`src/rtl/register_file.sv`:
```
// Integer register file with 31 stored registers (x0 hardwired to zero), two
// combinational read ports with same-cycle write bypass, and a commit counter.
module register_file #(
  parameter int COUNT_WIDTH = 32
) (
  input  logic                   CLK,
  input  logic                   RST,
  input  logic                   Reg_Write_En_W,
  input  logic [4:0]             RD_Addr_W,
  input  logic [31:0]            Result_W,
  input  logic [4:0]             RS1_Addr_D,
  input  logic [4:0]             RS2_Addr_D,
  output logic [31:0]            RS1_Data_D,
  output logic [31:0]            RS2_Data_D,
  output logic [COUNT_WIDTH-1:0] Write_Count
);

  localparam logic [COUNT_WIDTH-1:0] CountOne = {{(COUNT_WIDTH-1){1'b0}}, 1'b1};

  logic [31:0] regs [1:31];
  logic        wr_hit;
  logic        commit;

  // Bypass ignores RST so reads during a reset cycle still see the pending write.
  assign wr_hit = Reg_Write_En_W && (RD_Addr_W != 5'd0);
  assign commit = wr_hit && !RST;

  function automatic logic [31:0] read_port(input logic [4:0] addr);
    logic [31:0] data;
    data = 32'h0000_0000;
    if (wr_hit && (addr == RD_Addr_W))
      data = Result_W;
    else if (addr != 5'd0)
      data = regs[addr];
    return data;
  endfunction

  assign RS1_Data_D = read_port(RS1_Addr_D);
  assign RS2_Data_D = read_port(RS2_Addr_D);

  always_ff @(posedge CLK) begin
    if (RST) begin
      for (int i = 1; i < 32; i++)
        regs[i] <= 32'h0000_0000;
      Write_Count <= '0;
    end else if (commit) begin
      regs[RD_Addr_W] <= Result_W;
      Write_Count     <= Write_Count + CountOne;
    end
  end

endmodule
```
`config.mk`:
```
export PLATFORM = sky130hd
export DESIGN_NAME = register_file
export DESIGN_NICKNAME = d
export VERILOG_FILES = /design/src/rtl/register_file.sv
export SDC_FILE = /design/constraint.sdc
export NUM_CORES = 2
export LEC_CHECK = 0
export ABC_AREA = 0
export CAP_MARGIN = 20
export CORE_AREA = 2 2 324 326
export CTS_CLUSTER_SIZE = 10
export DETAILED_ROUTE_END_ITERATION = 10
export DIE_AREA = 0 0 326 328
export PLACE_DENSITY = 0.72
export SETUP_SLACK_MARGIN = 0.1
export SYNTH_ARGS = -nofsm -noshare
export SYNTH_HDL_FRONTEND = slang
export SYNTH_SLANG_ARGS = --single-unit
```
`constraint.sdc`:
```
create_clock -name CLK -period 4.9 [get_ports CLK]
set_clock_uncertainty 0.1 [all_clocks]
set_input_delay 0.49 -clock CLK [delete_from_list [all_inputs] [get_ports CLK]]
set_output_delay 0.49 -clock CLK [all_outputs]
set_load 0.05 [all_outputs]
```
==> flow_summary.html <==
<table>
<tr><th>Metric</th><th>Value</th></tr>
<tr><th colspan="2">Placed design</th></tr>
<tr><td>Routability Congestion</td><td>0.900</td></tr>
<tr><td>Quantity of I/O buffers inserted on ports</td><td>145</td></tr>
<tr><td>Estimated wirelength of the detail-placed design</td><td>110,000 µm</td></tr>
<tr><td>Instance area after placement</td><td>60,400 µm²</td></tr>
<tr><th colspan="2">Synthesis</th></tr>
<tr><td>Share of the synthesized area in compound gates (AO/OA/AOI/OAI)</td><td>6.35%</td></tr>
<tr><td>Seq/Total Area, Yosys</td><td>55.5%</td></tr>
<tr><td>Largest family of logic cells by synthesized area</td><td>multiplexers</td></tr>
<tr><td>Adder and majority cell fraction of the synthesized area</td><td>0.0221%</td></tr>
<tr><td>Predominant post-synthesis flop cell</td><td>sky130_fd_sc_hd__edfxtp_1</td></tr>
<tr><td>Post-synthesis async set-or-reset flop share</td><td>0%</td></tr>
<tr><td>Xor and xnor fraction of the mapped netlist area</td><td>0.526%</td></tr>
<tr><td>Warnings from Yosys</td><td>0</td></tr>
<tr><td>Netlist area before placement</td><td>56,600 µm²</td></tr>
<tr><td>Synthesis-stage register bit count</td><td>1,056</td></tr>
<tr><td>Number of cells produced by synthesis</td><td>4,055</td></tr>
<tr><td>Library cells used by synthesis</td><td>58</td></tr>
<tr><td>Multiplexer fraction of the synthesized cell area</td><td>19.8%</td></tr>
<tr><td>Portion of synthesized cell area occupied by the leading cell type</td><td>54.3%</td></tr>
<tr><td>Simple-gate portion of the synthesized area</td><td>14.5%</td></tr>
<tr><td>Top cells by area in the synthesized netlist</td><td>sky130_fd_sc_hd__edfxtp_1, sky130_fd_sc_hd__mux4_2, sky130_fd_sc_hd__and2_1</td></tr>
<tr><td>Area leader, netlist</td><td>sky130_fd_sc_hd__edfxtp_1</td></tr>
<tr><td>Average cell area after synthesis</td><td>14.0 µm²</td></tr>
<tr><td>EDFF count, synth</td><td>1,024</td></tr>
<tr><th colspan="2">Clock network</th></tr>
<tr><td>Post-CTS Resized</td><td>0</td></tr>
<tr><td>Count of buffers added by post-CTS timing repair for setup</td><td>0</td></tr>
<tr><td>Post-CTS Hold Fix Bufs</td><td>0</td></tr>
<tr><td>Number of sinks driven by the clock tree</td><td>1,056</td></tr>
<tr><td>Post-CTS clock slew at the launch and capture registers of the worst setup and hold paths</td><td>50 ps</td></tr>
<tr><td>Number of H-tree levels</td><td>3</td></tr>
<tr><td>Clk_lat worst skew</td><td>700 ps</td></tr>
<tr><td>Total clock buffers created by CTS</td><td>117</td></tr>
<tr><td>Clk Tree Root Cell</td><td>sky130_fd_sc_hd__clkbuf_16</td></tr>
<tr><td>CTS tree</td><td>built</td></tr>
<tr><td>Buffer depth of the longest clock path</td><td>3</td></tr>
<tr><th colspan="2">Global route</th></tr>
<tr><td>Global-route wire length before repair</td><td>262,000 µm</td></tr>
<tr><td>Antenna violations before repair</td><td>5</td></tr>
<tr><td>GR Layer Usage met2</td><td>51.3%</td></tr>
<tr><td>Grt total ovfl</td><td>0</td></tr>
<tr><td>Vias in the first global route</td><td>38,000</td></tr>
<tr><td>Overall fraction of global-route tracks in use</td><td>34.0%</td></tr>
<tr><td>Met3 Track Usage GR</td><td>8.74%</td></tr>
<tr><td>Pin count of the biggest net entering global routing</td><td>78</td></tr>
<tr><td>Met1 routing resource usage after global routing</td><td>45.2%</td></tr>
<tr><td>Gr busiest metal</td><td>met2</td></tr>
<tr><th colspan="2">Power and ir drop</th></tr>
<tr><td>Pint</td><td>16.0 mW</td></tr>
<tr><td>Cell leakage power</td><td>22.3 nW</td></tr>
<tr><td>Sequential share of power</td><td>49.3%</td></tr>
<tr><td>Power per cell area</td><td>339 nW/µm²</td></tr>
<tr><td>Clock network fraction of design power</td><td>36.0%</td></tr>
<tr><td>Net Switching</td><td>5.55 mW</td></tr>
<tr><td>Overall power after layout</td><td>21.6 mW</td></tr>
<tr><td>Fraction of power spent switching nets</td><td>25.7%</td></tr>
<tr><td>Fraction of power consumed by combinational cells</td><td>14.7%</td></tr>
<tr><td>IR Drop Worst-Case VDD</td><td>0.278 mV</td></tr>
<tr><th colspan="2">Floorplanning</th></tr>
<tr><td>Vert. Die Dim</td><td>328 µm</td></tr>
<tr><td>Ports</td><td>146</td></tr>
<tr><td>Area of the die</td><td>107,000 µm²</td></tr>
<tr><td>Floorplan row count</td><td>118</td></tr>
<tr><td>Effective utilization at floorplan</td><td>54.8%</td></tr>
<tr><td>Core box area</td><td>103,000 µm²</td></tr>
<tr><td>Floorplan die width</td><td>326 µm</td></tr>
<tr><th colspan="2">Critical path</th></tr>
<tr><td>Worst path arrival time</td><td>4020 ps</td></tr>
<tr><td>CP Class</td><td>in -&gt; out</td></tr>
<tr><td>Peak fanout along the critical path</td><td>22</td></tr>
<tr><td>Critical Path End Type</td><td>output pin</td></tr>
<tr><td>Worst endpoint required time</td><td>4310 ps</td></tr>
<tr><td>Critical path launch point type</td><td>input pin</td></tr>
<tr><td>Depth of the most critical reg-to-reg path</td><td>5</td></tr>
<tr><th colspan="2">Final layout</th></tr>
<tr><td>Filler instances</td><td>7,587</td></tr>
<tr><td>Post-synthesis to final-layout area growth</td><td>12.7%</td></tr>
<tr><td>Post-route cell area</td><td>63,800 µm²</td></tr>
<tr><td>Antenna diode count</td><td>0</td></tr>
<tr><td>Fraction of layout instances using a drive strength above 1</td><td>20.7%</td></tr>
<tr><td>Nets@finish</td><td>4,175</td></tr>
<tr><th colspan="2">Routing</th></tr>
<tr><td>Number of DRC violations after detailed routing</td><td>0</td></tr>
<tr><td>Routed wire length per instance</td><td>33.0 µm</td></tr>
<tr><td>Overall routed net length</td><td>183,000 µm</td></tr>
<tr><td>Avg Vias per Cell</td><td>6.90</td></tr>
<tr><td>Total via count after detailed routing</td><td>38,200</td></tr>
<tr><td>Count of antenna-violating nets left after detailed routing</td><td>0</td></tr>
<tr><td>Initial DRT Pass Iterations</td><td>6</td></tr>
<tr><td>Initial DRC Count</td><td>5,197</td></tr>
<tr><th colspan="2">Timing</th></tr>
<tr><td>Number of hold-slack violations in the final timing report</td><td>0</td></tr>
<tr><td>Number of endpoints failing setup at the final stage</td><td>0</td></tr>
<tr><td>Post-route clock period utilization</td><td>94.1%</td></tr>
<tr><td>Transition at the pin with the smallest max-transition slack</td><td>1180 ps</td></tr>
<tr><td>Post-layout minimum cycle time</td><td>4610 ps</td></tr>
<tr><td>Achievable clock frequency</td><td>217 MHz</td></tr>
<tr><td>Setup TNS</td><td>0 ps</td></tr>
<tr><td>Max-slew headroom at the worst pin</td><td>21.0%</td></tr>
<tr><td>Count of pins over their slew limit</td><td>0</td></tr>
<tr><td>Setup repair after global routing missed its margin</td><td>no</td></tr>
<tr><th colspan="2">Hold path</th></tr>
<tr><td>Worst hold stages</td><td>2</td></tr>
<tr><td>Class of the worst hold path</td><td>in -&gt; reg</td></tr>
<tr><th colspan="2">Flow run</th></tr>
<tr><td>Max-cap violations</td><td>0</td></tr>
<tr><th colspan="2">Run status</th></tr>
<tr><td>Run status</td><td>finished clean</td></tr>
</table>
## synthesized netlist by cell type (all sizes together) (2+ instances only)
| cell type | n |
|---|---|
| buf | 132 |
| mux4 | 356 |
| o2111ai | 2 |
| nand3 | 15 |
| nor3 | 46 |
| dfxtp | 32 |
| mux2i | 287 |
| a21boi | 31 |
| or3 | 7 |
| o22a | 31 |
| a32o | 31 |
| nand2 | 94 |
| a221o | 33 |
| a211oi | 19 |
| xor2 | 10 |
| a21oi | 39 |
| inv | 8 |
| clkbuf | 297 |
| nand4 | 41 |
| mux2 | 29 |
| a221oi | 110 |
| a22oi | 46 |
| nand3b | 6 |
| o21ai | 38 |
| nor2b | 7 |
| or2 | 34 |
| nor2 | 94 |
| edfxtp | 1024 |
| nand2b | 33 |
| and2 | 997 |
| and4 | 4 |
| nor3b | 2 |
| nor4 | 6 |
| o22ai | 48 |
| xnor2 | 24 |
| o211ai | 31 |
## worst max-delay path, stage by stage
cell and delay [ps]:
sky130_fd_sc_hd__clkdlybuf4s50_1 600, sky130_fd_sc_hd__or3_1 660, sky130_fd_sc_hd__o21ai_4 380, sky130_fd_sc_hd__o31ai_4 120, sky130_fd_sc_hd__buf_4 310, sky130_fd_sc_hd__nor3_1 1000, sky130_fd_sc_hd__a221o_1 280, sky130_fd_sc_hd__buf_12 150
## power groups by stage
| stage | clock, mW | combinational, mW | sequential, mW |
|---|---|---|---|
| finish | 7.77 | 3.17 | 10.6 |
| global route | 8.14 | 3.26 | 10.7 |
| CTS | 7.78 | 3.10 | 10.6 |
| detailed placement | 0 | 3.09 | 10.8 |
| global placement | 0 | 3.07 | 10.8 |
| floorplan | 0 | 1.88 | 10.7 |
## routing by layer
metal  part of all wire [%]  wire, µm
met5                  0.015        27
met4                    6.1     11200
met3                     12     22000
met2                     45     82400
met1                     37     67400
## path summary, 6_finish.rpt
check             startpoint              end  slack (ps)
max             RD_Addr_W[2]   RS2_Data_D[17]         290
min reg2reg  Write_Count[12]  Write_Count[12]         410
max reg2reg   Write_Count[6]  Write_Count[23]        2550
min                      RST   Write_Count[4]          80
## layout make-up
cell class              instances  area [µm²]  share of cell area, %
well taps                    1380        1730                   2.71
repair buffers                348        3840                   6.03
multi-input cells            2593       23600                   37.0
inverters                       8        31.3                 0.0491
clock inverters                 3        16.3                 0.0255
flip-flops and latches       1056       31400                   49.2
clock buffers                 157        3140                   4.93
## cell families (layout without fill, tap and decap cells)
kind of cell / Yosys count / after routing
adder cells (fa/ha/maj): 1 / 1
flip-flops: 1056 / 1056
AO/OA/AOI/OAI: 464 / 464
AND/OR/NAND/NOR: 1390 / 1390
multiplexers: 672 / 672
other: 1 / 32
buffers and inverters: 437 / 516
XOR/XNOR: 34 / 34
## placed cells by master, fill, tap and decap left out, types with 48 or more instances in the layout
cell type and count:
sky130_fd_sc_hd__o22ai_1 48, sky130_fd_sc_hd__nor2_1 61, sky130_fd_sc_hd__mux2i_1 287, sky130_fd_sc_hd__nand2_1 94, sky130_fd_sc_hd__clkdlybuf4s50_1 71, sky130_fd_sc_hd__edfxtp_1 1024, sky130_fd_sc_hd__mux4_2 356, sky130_fd_sc_hd__buf_12 69
sky130_fd_sc_hd__clkbuf_16 123, sky130_fd_sc_hd__buf_4 191, sky130_fd_sc_hd__and2_1 996, sky130_fd_sc_hd__a221oi_1 110
## through the flow
step	hold WS, ps	util (%)	setup slack, ps	cells
2_1_floorplan	489	-	1910	4086
3_3_place_gp	393	58.5	367	5374
3_5_place_dp	394	58.5	375	5377
4_1_cts	43.6	61.6	373	5537
5_1_grt	61.4	61.8	325	5545
6_report	77.6	61.8	290	5545
## state kept, by name (all words and copies together) (netlist names)
register / flops
Write_Count: 32
regs: 1024
Note: power is estimated with default switching activity, not from simulation.
